===== src/rtl/fan_speed_ramp.sv =====
// Fan speed sequencer feeding the PWM generator's duty input.
// Converts speed/off button pulses into a 4-level setting and slews the
// duty toward the level target, with a full-duty kick when spinning up
// from standstill.
module fan_speed_ramp #(
  parameter int unsigned N           = 12,
  parameter int unsigned RAMP_DIV    = 12500,
  parameter int unsigned STEP        = 16,
  parameter int unsigned KICK_CYCLES = 25000000,
  parameter int unsigned DUTY_LOW    = 1365,
  parameter int unsigned DUTY_MID    = 2730,
  parameter int unsigned DUTY_HIGH   = 4095
) (
  input  logic         clk,
  input  logic         reset_n,
  input  logic         btn_speed,
  input  logic         btn_off,
  output logic [N-1:0] duty,
  output logic [1:0]   level,
  output logic         busy
);

  localparam int unsigned KW = (KICK_CYCLES > 1) ? $clog2(KICK_CYCLES) : 1;
  localparam int unsigned PW = (RAMP_DIV > 1) ? $clog2(RAMP_DIV) : 1;

  localparam logic [N-1:0]  DUTY_MAX  = '1;
  localparam logic [N-1:0]  STEP_N    = N'(STEP);
  localparam logic [KW-1:0] KICK_LAST = KW'(KICK_CYCLES - 1);
  localparam logic [PW-1:0] PRESC_MAX = PW'(RAMP_DIV - 1);

  localparam logic [1:0] StIdle = 2'd0;
  localparam logic [1:0] StKick = 2'd1;
  localparam logic [1:0] StRamp = 2'd2;
  localparam logic [1:0] StHold = 2'd3;

  logic [1:0]    state_q, state_d;
  logic [N-1:0]  duty_q, duty_d;
  logic [1:0]    level_q, level_d;
  logic [KW-1:0] kick_q, kick_d;
  logic [PW-1:0] presc_q, presc_d;
  logic          busy_q;

  logic          level_chg;
  logic [N-1:0]  target;
  logic [N-1:0]  step_val;
  logic [N:0]    duty_ext, tgt_ext, step_ext, up_sum, dn_lim;

  // Level register next state: off beats speed when both arrive together.
  always_comb begin
    level_d = level_q;
    if (btn_off) begin
      level_d = 2'd0;
    end else if (btn_speed) begin
      level_d = level_q + 2'd1;
    end
  end

  assign level_chg = (level_d != level_q);

  // Target follows the new level so the FSM reacts on the same edge.
  always_comb begin
    target = '0;
    case (level_d)
      2'd1:    target = N'(DUTY_LOW);
      2'd2:    target = N'(DUTY_MID);
      2'd3:    target = N'(DUTY_HIGH);
      default: target = '0;
    endcase
  end

  // One bounded slew step toward the target, computed in N+1 bits so the
  // intermediate never wraps.
  always_comb begin
    duty_ext = {1'b0, duty_q};
    tgt_ext  = {1'b0, target};
    step_ext = {1'b0, STEP_N};
    up_sum   = duty_ext + step_ext;
    dn_lim   = tgt_ext + step_ext;
    step_val = target;
    if (duty_q < target) begin
      step_val = (up_sum < tgt_ext) ? up_sum[N-1:0] : target;
    end else if (duty_q > target) begin
      step_val = (duty_ext > dn_lim) ? (duty_q - STEP_N) : target;
    end
  end

  // Sequencer next-state: kick, ramp prescaler and duty update.
  always_comb begin
    state_d = state_q;
    duty_d  = duty_q;
    kick_d  = kick_q;
    presc_d = presc_q;
    unique case (state_q)
      StIdle: begin
        duty_d  = '0;
        kick_d  = '0;
        presc_d = '0;
        if (level_chg && (target != '0)) begin
          state_d = StKick;
          duty_d  = DUTY_MAX;
        end
      end
      StKick: begin
        duty_d  = DUTY_MAX;
        presc_d = '0;
        if ((level_chg && (target == '0)) || (kick_q == KICK_LAST)) begin
          state_d = StRamp;
          kick_d  = '0;
        end else begin
          kick_d = kick_q + KW'(1);
        end
      end
      StRamp: begin
        if (presc_q == PRESC_MAX) begin
          presc_d = '0;
          duty_d  = step_val;
          if (step_val == target) begin
            state_d = (target == '0) ? StIdle : StHold;
          end
        end else begin
          presc_d = presc_q + PW'(1);
        end
      end
      StHold: begin
        presc_d = '0;
        if (level_chg) begin
          state_d = StRamp;
        end
      end
      default: begin
        state_d = StIdle;
        duty_d  = '0;
        kick_d  = '0;
        presc_d = '0;
      end
    endcase
  end

  // State registers; reset drops duty to zero without waiting for a clock.
  always_ff @(posedge clk or negedge reset_n) begin
    if (!reset_n) begin
      state_q <= StIdle;
      duty_q  <= '0;
      level_q <= 2'd0;
      kick_q  <= '0;
      presc_q <= '0;
      busy_q  <= 1'b0;
    end else begin
      state_q <= state_d;
      duty_q  <= duty_d;
      level_q <= level_d;
      kick_q  <= kick_d;
      presc_q <= presc_d;
      busy_q  <= (state_d == StKick) || (state_d == StRamp);
    end
  end

  assign duty  = duty_q;
  assign level = level_q;
  assign busy  = busy_q;

endmodule


===== config.mk =====
export PLATFORM = sky130hd
export DESIGN_NAME = fan_speed_ramp
export DESIGN_NICKNAME = d
export VERILOG_FILES = /design/src/rtl/fan_speed_ramp.sv
export SDC_FILE = /design/constraint.sdc
export NUM_CORES = 1
export LEC_CHECK = 0
export CAP_MARGIN = 15
export CORE_MARGIN = 3
export CORE_UTILIZATION = 55
export CTS_CLUSTER_SIZE = 10
export DETAILED_ROUTE_END_ITERATION = 8
export PLACE_DENSITY = 0.72
export REMOVE_ABC_BUFFERS = 1
export SYNTH_ARGS = -nofsm -noshare
export SYNTH_HDL_FRONTEND = slang
export SYNTH_SLANG_ARGS = --single-unit

===== constraint.sdc =====
create_clock -name clk -period 5.4 [get_ports clk]
set_input_delay 0.81 -clock clk [delete_from_list [all_inputs] [get_ports clk]]
set_output_delay 0.81 -clock clk [all_outputs]
set_load 0.05 [all_outputs]

==> results of run 1 <==
## final cells by class
class                   count  area, um2  area share (%)
multi-input cells         410       2620            55.8
flip-flops and latches     56       1400            29.9
repair buffers             44        383            8.17
well taps                  99        124            2.64
clock buffers               5       68.8            1.47
inverters                  17       63.8            1.36
clock inverters             3       27.5           0.588
## cell usage in the layout (no fill, tap or decap), drive strengths merged, types with 10 or more instances in the layout
master and count:
ha 40, a21oi 39, xor2 17, clkdlybuf4s50 17
nand2 55, xnor2 10, nor2 49, dfrtp 56
nand3 22, buf 27, nor3 10, and3 22
o21ai 59, inv 18
## worst register-to-register path, cell delays in order, from the launching register on
cell	delay [ns]
dfrtp_1	0.41
nand2_1	0.08
xor2_1	0.14
nor2_1	0.18
inv_1	0.09
ha_1	0.19
or2_2	0.31
inv_2	0.09
buf_12	0.13
ha_1	0.15
nand4_2	0.12
nor4b_2	0.37
a21oi_2	0.12
and3_1	0.19
buf_4	0.15
a31oi_1	0.17
a32oi_1	0.10
a2111o_1	0.40
a21o_1	0.20
or3_4	0.34
a311o_1	0.40
xor2_1	0.15
## synthesized netlist by cell type, types with 4 or more instances
master,n
nand2b_1,5
xor2_1,16
dfrtp_1,56
and3_1,22
inv_1,17
clkbuf_1,14
a21o_1,4
xnor2_1,10
nand3_1,22
or2_2,6
nand4_1,7
ha_1,40
a31oi_1,8
o21ai_0,59
nor3_1,10
nor2_1,49
nand2_1,54
o31ai_1,8
a21oi_1,38
## stage by stage
stage	worst slack [ns]	TNS, ns	cells
2_1_floorplan	-0.134	-0.138	483
3_3_place_gp	-0.0113	-0.0113	626
3_5_place_dp	-0.110	-0.110	626
4_1_cts	0.215	0	634
5_1_grt	0.0264	0	634
6_report	0.261	0	634
## state kept, by name (all words and copies together) (netlist names)
signal   count
busy         1
duty        12
kick_q      25
level        2
presc_q     14
state_q      2
## power by group
part / internal, uW / total, uW / switching, uW
logic: 731 / 1770 / 1040
clock network: 95.5 / 237 / 141
registers: 489 / 632 / 143
total: 1320 / 2640 / 1320
## layer usage
layer / track usage (%) / vias to the layer above
met5: 0 / -
met4: 8.42 / 0
met3: 3.14 / 19
met2: 38.5 / 66
met1: 34.2 / 1768
li1: - / 1874
## cell families (layout without fill, tap and decap cells)
| logic type | count (synthesis) | in the layout | share of synthesized area (%) |
|---|---|---|---|
| flops | 56 | 56 | 33.6 |
| simple gates | 195 | 195 | 23.0 |
| buf+inv | 40 | 69 | 4.14 |
| compound gates | 148 | 148 | 21.5 |
| xor+xnor | 27 | 27 | 5.85 |
| fa+ha+maj | 40 | 40 | 12.0 |
## path summary, 6_finish.rpt
| check | start | to | slack [ns] | cells past startpoint |
|---|---|---|---|---|
| worst max register to register | level[0] | busy | 0.82 | 21 |
| worst min register to register | kick_q[20] | kick_q[20] | 0.48 | 1 |
| worst max-delay path | btn_speed | busy | 0.26 | 22 |
| max in group asynchronous | reset_n | duty[5] | 4.28 | 2 |
| min in group asynchronous | reset_n | duty[9] | 0.63 | 2 |
| worst min-delay path | kick_q[20] | kick_q[20] | 0.48 | 1 |
==> summary.md, run 1 <==
| Metric | Value |
|---|---|
| First-pass GRT wire length | 17300 um |
| Min Hold Slack | about 0.48 ns |
| Antenna violations before repair | 0 |
| Critical path buffers and inverters | 5 |
| Area after DPL | between 0.004 and 0.005 mm2 |
| Root buffer cell | clkbuf_8 |
| Register bit count reported by yosys | 56 |
| CP peak stage delay | ~0.48 ns |
| Max transition margin | between 30 and 40% |
| EDFF count, synth | 0 |
| Routed Antenna Nets | 0 |
| Fill cells | approximately 640 |
| Post-cts sizing count | 0 |
| Layout Cell Area excl Fill | between 0.004 and 0.005 mm2 |
| Core footprint | 0.00729 mm2 |
| Pins Over Slew Limit | 0 |
| Max clock buf depth | 2 |
| Post-CTS Setup Inserts | 0 |
| Total power | around 2600 uW |
| Asr flop ratio synth | between 90% and 100% |
| Vias per std cell | a little under 6 |
| Uppermost layer routed | met4 |
| Power per cell area | ~560 mW/mm2 |
| Post-Syn Instances | 506 |
| CTS tree | yes |
| DRC errors left | 0 |
| Worst-path cell chain | clkdlybuf4s50_1 > nand2_1 > xor2_1 > nor2_1 > inv_1 > ha_1 > or2_2 > inv_2 > buf_12 > ha_1 > nand4_2 > nor4b_2 > a21oi_2 > and3_1 > buf_4 > a31oi_1 > a32oi_1 > a2111o_1 > a21o_1 > or3_4 > a311o_1 > xor2_1 |
| GP Congestion | 0.950 |
| Crit path kind | in2reg |
| Final nets | about 580 |
| Worst ir drop on vdd | about 210 uV |
| Final-report hold violation count | 0 |
| DR WL met3 | between 200 and 300 um |
| Ant diodes | 0 |
| Dpl hpwl | a little over 7000 um |
| WP data required | ~5.6 ns |
| Pre-antenna DRT Iters | 4 |
| Slowest cell on crit path | clkdlybuf4s50_1 |
| Final period utilization | between 90% and 100% |
| Die Span Y | 93.1 um |
| Clock period minus worst slack | between 5 and 6 ns |
| Syn Area/Cell | about 8.2 um2 |
| Total number of H-tree levels | 2 |
| Met2 routed WL | 4520 um |
| Main synth FF type | dfrtp_1 |
| CTS clk-pin slew, worst paths | 0.10 ns |
| Leak Pwr | 0.00210 uW |
| Rows | 31 |
| Cell taking the most area after synthesis | dfrtp_1 |
| Synth Warn # | 0 |
| Grt ovf | 0 |
| Distinct cells, synth | 63 |
| Max Cap Viol | 0 |
| Synth Cell Area | about 0.0042 mm2 |
| Boundary Pins | 19 |
| Clock sinks | 56 |
| WL per Instance | 15.3 um |
| Die width | just over 90 um |
| Critical Path Fanout Max | 10 |
| Outcome | completed |
| Num CTS Buffers | 5 |
| Vias in the first global route | 3656 |
| Sequential share of the synthesized area | 33.6% |
| Post-Route WL | between 9000 and 10000 um |
| GRT Overall Usage | approximately 24% |
| Worst EP arrival | around 5.3 ns |
| DIE AREA | around 0.0087 mm2 |
| Skew-Pair Late Insertion Delay | between 0.3 and 0.4 ns |
| Synth-to-layout area growth | 12.2% |
| Layout cells sized above 1 | 10.8% |
| Delay-heaviest family, CP | simple AND/OR/NAND/NOR gates |
| Fmax achieved | roughly 190 MHz |
| Buffers added on ports | 18 |
| CP Capture Type | flip-flop |
| Tightest Pin Transition | roughly 0.9 ns |
| Starting Density | around 57% |
| Setup violators final | 0 |
| Layout Utilization | 64.2% |
| Startpoint Class | primary input |
| Synth area leaders | dfrtp_1, ha_1, o21ai_0, nand2_1, a21oi_1 |
| Yosys top cell area share | around 34% |
| Hold buffers post-CTS | 0 |
| Hold Crit Class | reg2reg |
| Largest net degree at the start of global routing | 57 |
| Skew final | approximately 0.007 ns |
| RSZ-0062 raised after global routing | false |
| 1st-iter DRT viols | around 140 |
| Via count | around 3700 |
| Met1 WL | 4700 um |
Power figures use the tool's default switching activity.
==> run 2: changes to the inputs <==
--- a/config.mk
+++ b/config.mk
@@ -7,3 +7,5 @@
 export LEC_CHECK = 0
+export ABC_AREA = 1
 export CAP_MARGIN = 15
+export CORE_ASPECT_RATIO = 0.75
 export CORE_MARGIN = 3
--- a/constraint.sdc
+++ b/constraint.sdc
@@ -3,2 +3,2 @@
 set_output_delay 0.81 -clock clk [all_outputs]
-set_load 0.05 [all_outputs]
+set_load 0.01 [all_outputs]
==> run 2 against run 1 <==
Against the previous run: critical path depth increased by 10; register-to-register slack better by 0.53 ns; clock power grew 40%; global-route usage grew 1.3 points; final cell count grew 23%; critical path type unchanged; maximum frequency rose by 10%; utilization fell by 0.76 points; first-iteration DRC count rose to 3.0 times the previous value; die area up 11%; largest cell class unchanged; synthesized cell count grew 29%; non-clock buffer count down 19.
==> summary.md, run 2 <==
| Metric | Value |
|---|---|
| Setup WS pre-CTS | 0.502 ns (+0.612 ns) |
| Non-filler cells, final | 779 (+23%) |
| Fin Setup TNS | 0 ns (unchanged) |
| Core footprint | 0.00806 mm2 (+11%) |
| Largest family of logic cells by synthesized area | simple AND/OR/NAND/NOR gates |
| Adder-cell share of the synthesized area | 10.8% (-1.2 points) |
| CTS clk-pin slew, worst paths | 0.07 ns (-0.03 ns) |
| CP peak stage delay | 0.51 ns (+0.03 ns) |
| Via count | 4414 (+18%) |
| Worst ir drop on vdd | 385 uV (+80%) |
| Worst R2R Start | level[0] |
| Cell with the most instances after synthesis | nand2_1 |
| Top reg by flops | kick_q |
| Main synth FF type | dfrtp_1 |
| Post-Route WL | 11600 um (+20%) |
| GP Congestion | 0.988 (+4.0%) |
| Synth Warn # | 0 (unchanged) |
| Largest net degree at the start of global routing | 57 (unchanged) |
| R2r worst-path depth | 33 (+57%) |
| Num CTS Buffers | 5 (unchanged) |
| Crit path to | busy |
| Routed Antenna Nets | 0 (unchanged) |
| Hold Crit Class | reg2reg |
| Vias in the first global route | 4111 (+12%) |
| Post-cts sizing count | 0 (unchanged) |
| DRC errors left | 0 (unchanged) |
| Simple-gate share of the synthesized area | 32.7% (+9.7 points) |
| Buffers added on ports | 18 (unchanged) |
| Ant diodes | 0 (unchanged) |
| EDFF count, synth | 0 (unchanged) |
| Power per cell area | 579 mW/mm2 (+2.7%) |
| RSZ-0062 raised after global routing | false |
| CP most frequent cell | nand2_1 |
| Clock sinks | 56 (unchanged) |
| Slowest cell on crit path | clkdlybuf4s50_1 |
| Most instantiated cells after synthesis | nand2_1, inv_1, nor2_1 |
| Tightest Pin Transition | 0.897 ns (-0.0214 ns) |
| Final-report hold violation count | 0 (unchanged) |
| Antenna violations before repair | 0 (unchanged) |
| Xor-xnor portion of the synthesized cell area | 2.64% (-3.2 points) |
| Layout cells sized above 1 | 8.90% (-1.9 points) |
| Cell count after placement | 771 (+23%) |
| Outcome | completed |
| Asr flop ratio synth | 100% (unchanged) |
| Max transition margin | 40.0% (+1.4 points) |
| Skew final | 0.00762 ns (+0.000472 ns) |
| Pre-antenna DRT Iters | 5 (+1) |
| FF-to-FF End | busy |
| CP Capture Type | flip-flop |
| WL per Instance | 15.0 um (-2.1%) |
| Synth-to-layout area growth | 9.95% |
| Pins Over Slew Limit | 0 (unchanged) |
| Yosys top cell area share | 30.1% (-3.4 points) |
| Die width | 112 um (+20%) |
| Final nets | 717 (+24%) |
| Post-Syn Instances | 651 (+29%) |
| Mux contribution to synthesized area | 0% (unchanged) |
| 1st-iter DRT viols | 411 (+200%) |
| Worst R2R Setup Slack | 1.35 ns (+0.53 ns) |
| Post-CTS Setup Inserts | 0 (unchanged) |
| Dpl hpwl | 8860 um (+24%) |
| Hold buffers post-CTS | 0 (unchanged) |
| Crit path kind | in2reg |
| Fmax achieved | 214 MHz (+10%) |
| Max clock buf depth | 2 (unchanged) |
| Final worst slack | 0.731 ns (+0.469 ns) |
| Total number of H-tree levels | 2 (unchanged) |
| Hold Path Depth | 1 (unchanged) |
| Setup violators final | 0 (unchanged) |
| First-pass GRT wire length | 20100 um (+16%) |
| Final period utilization | 86.5% (-8.7 points) |
| Synth Cell Area | 0.00465 mm2 (+11%) |
| Clock period minus worst slack | 4.67 ns (-0.469 ns) |
| Synth area leaders | dfrtp_1, nand2_1, ha_1, inv_1, nand3_1 |
| CTS tree | yes |
| Worst setup startpoint | btn_speed |
| Startpoint Class | primary input |
| Skew-Pair Late Insertion Delay | 0.30 ns (about the same) |
| Worst EP arrival | 4.91 ns (-0.42 ns) |
| Leak Pwr | 0.00243 uW (+16%) |
| DIE AREA | 0.00961 mm2 (+11%) |
| Commonest non-fill, non-tap cells in the layout | nand2_1, inv_1, nor2_1, dfrtp_1, nand3_1 |
| Compound-Gate Fraction of Synth Area | 14.6% (-6.9 points) |
| Root buffer cell | clkbuf_16 |
| Max FFs per register | 25 (unchanged) |
| Starting Density | 57.7% (+0.49 points) |
| Register bit count reported by yosys | 56 (unchanged) |
| Max Cap Viol | 0 (unchanged) |
| Vias per std cell | 5.67 (-3.6%) |
| Commonest non-fill, non-tap cell in the layout | nand2_1 |
| Grt ovf | 0 (unchanged) |
| GRT Overall Usage | 25.6% (+1.3 points) |
| Syn Area/Cell | 7.15 um2 (-13%) |
| Rows | 28 (-9.7%) |
| Sequential share of the synthesized area | 30.1% (-3.4 points) |
| Cell taking the most area after synthesis | dfrtp_1 |
| WP data required | 5.64 ns (+0.05 ns) |
| Boundary Pins | 19 (unchanged) |
| Die Span Y | 85.6 um (-8.0%) |
| Distinct cells, synth | 47 (-25%) |
| Critical Path Fanout Max | 16 (+6) |
-- run 2: area by class of cell --
| cell class | instances | area, um2 |
|---|---|---|
| Sequential cell | 56 | 1400 |
| Clock buffer | 7 | 143 |
| Timing Repair Buffer | 25 | 228 |
| Clock inverter | 1 | 7.51 |
| Inverter | 102 | 383 |
| Tap cell | 105 | 131 |
| Multi-Input combinational cell | 483 | 2820 |
| Fill cell | 735 | 2940 |
-- run 2: cells by family after synthesis --
kind of cell / Yosys count
simple gates: 314
compound gates: 115
buf+inv: 112
flops: 56
fa+ha+maj: 40
xor+xnor: 14
-- run 2: per-layer routing --
layer  global-route usage, %  part of all wire, %
met1                    40.2                   51
met2                    37.2                   40
met3                    4.37                  7.7
met4                    4.69                 0.88
met5                       0                    0
-- run 2: worst min-delay path by stage --
stage                start  slack, ns           to
3_3_place_gp    presc_q[0]       0.45   presc_q[0]
3_5_place_dp    presc_q[0]       0.46   presc_q[0]
5_1_grt        presc_q[13]       0.49  presc_q[13]
4_1_cts         presc_q[0]       0.47   presc_q[0]
2_1_floorplan   presc_q[0]       0.43   presc_q[0]
6_report        presc_q[0]       0.46   presc_q[0]
-- run 2: metrics by stage --
stage	util (%)	hold WS (ns)	area, um2	total power (uW)
4_1_cts	63.5	0.471	5110	2930
6_report	63.5	0.462	5110	2960
2_1_floorplan	-	0.433	4610	2000
5_1_grt	63.5	0.494	5110	3250
3_3_place_gp	61.6	0.449	4960	2550
3_5_place_dp	61.6	0.462	4960	2590
-- run 2: worst max-delay path, delay by kind of cell --
family,cells,cell delay [ns]
compound gates,2,0.20
fa+ha+maj,2,0.49
buf+inv,5,1.24
simple gates,23,2.13
-- run 2: power by group --
group / switching (uW) / internal (uW)
clock network: 147 / 185
registers: 133 / 496
logic: 1300 / 698
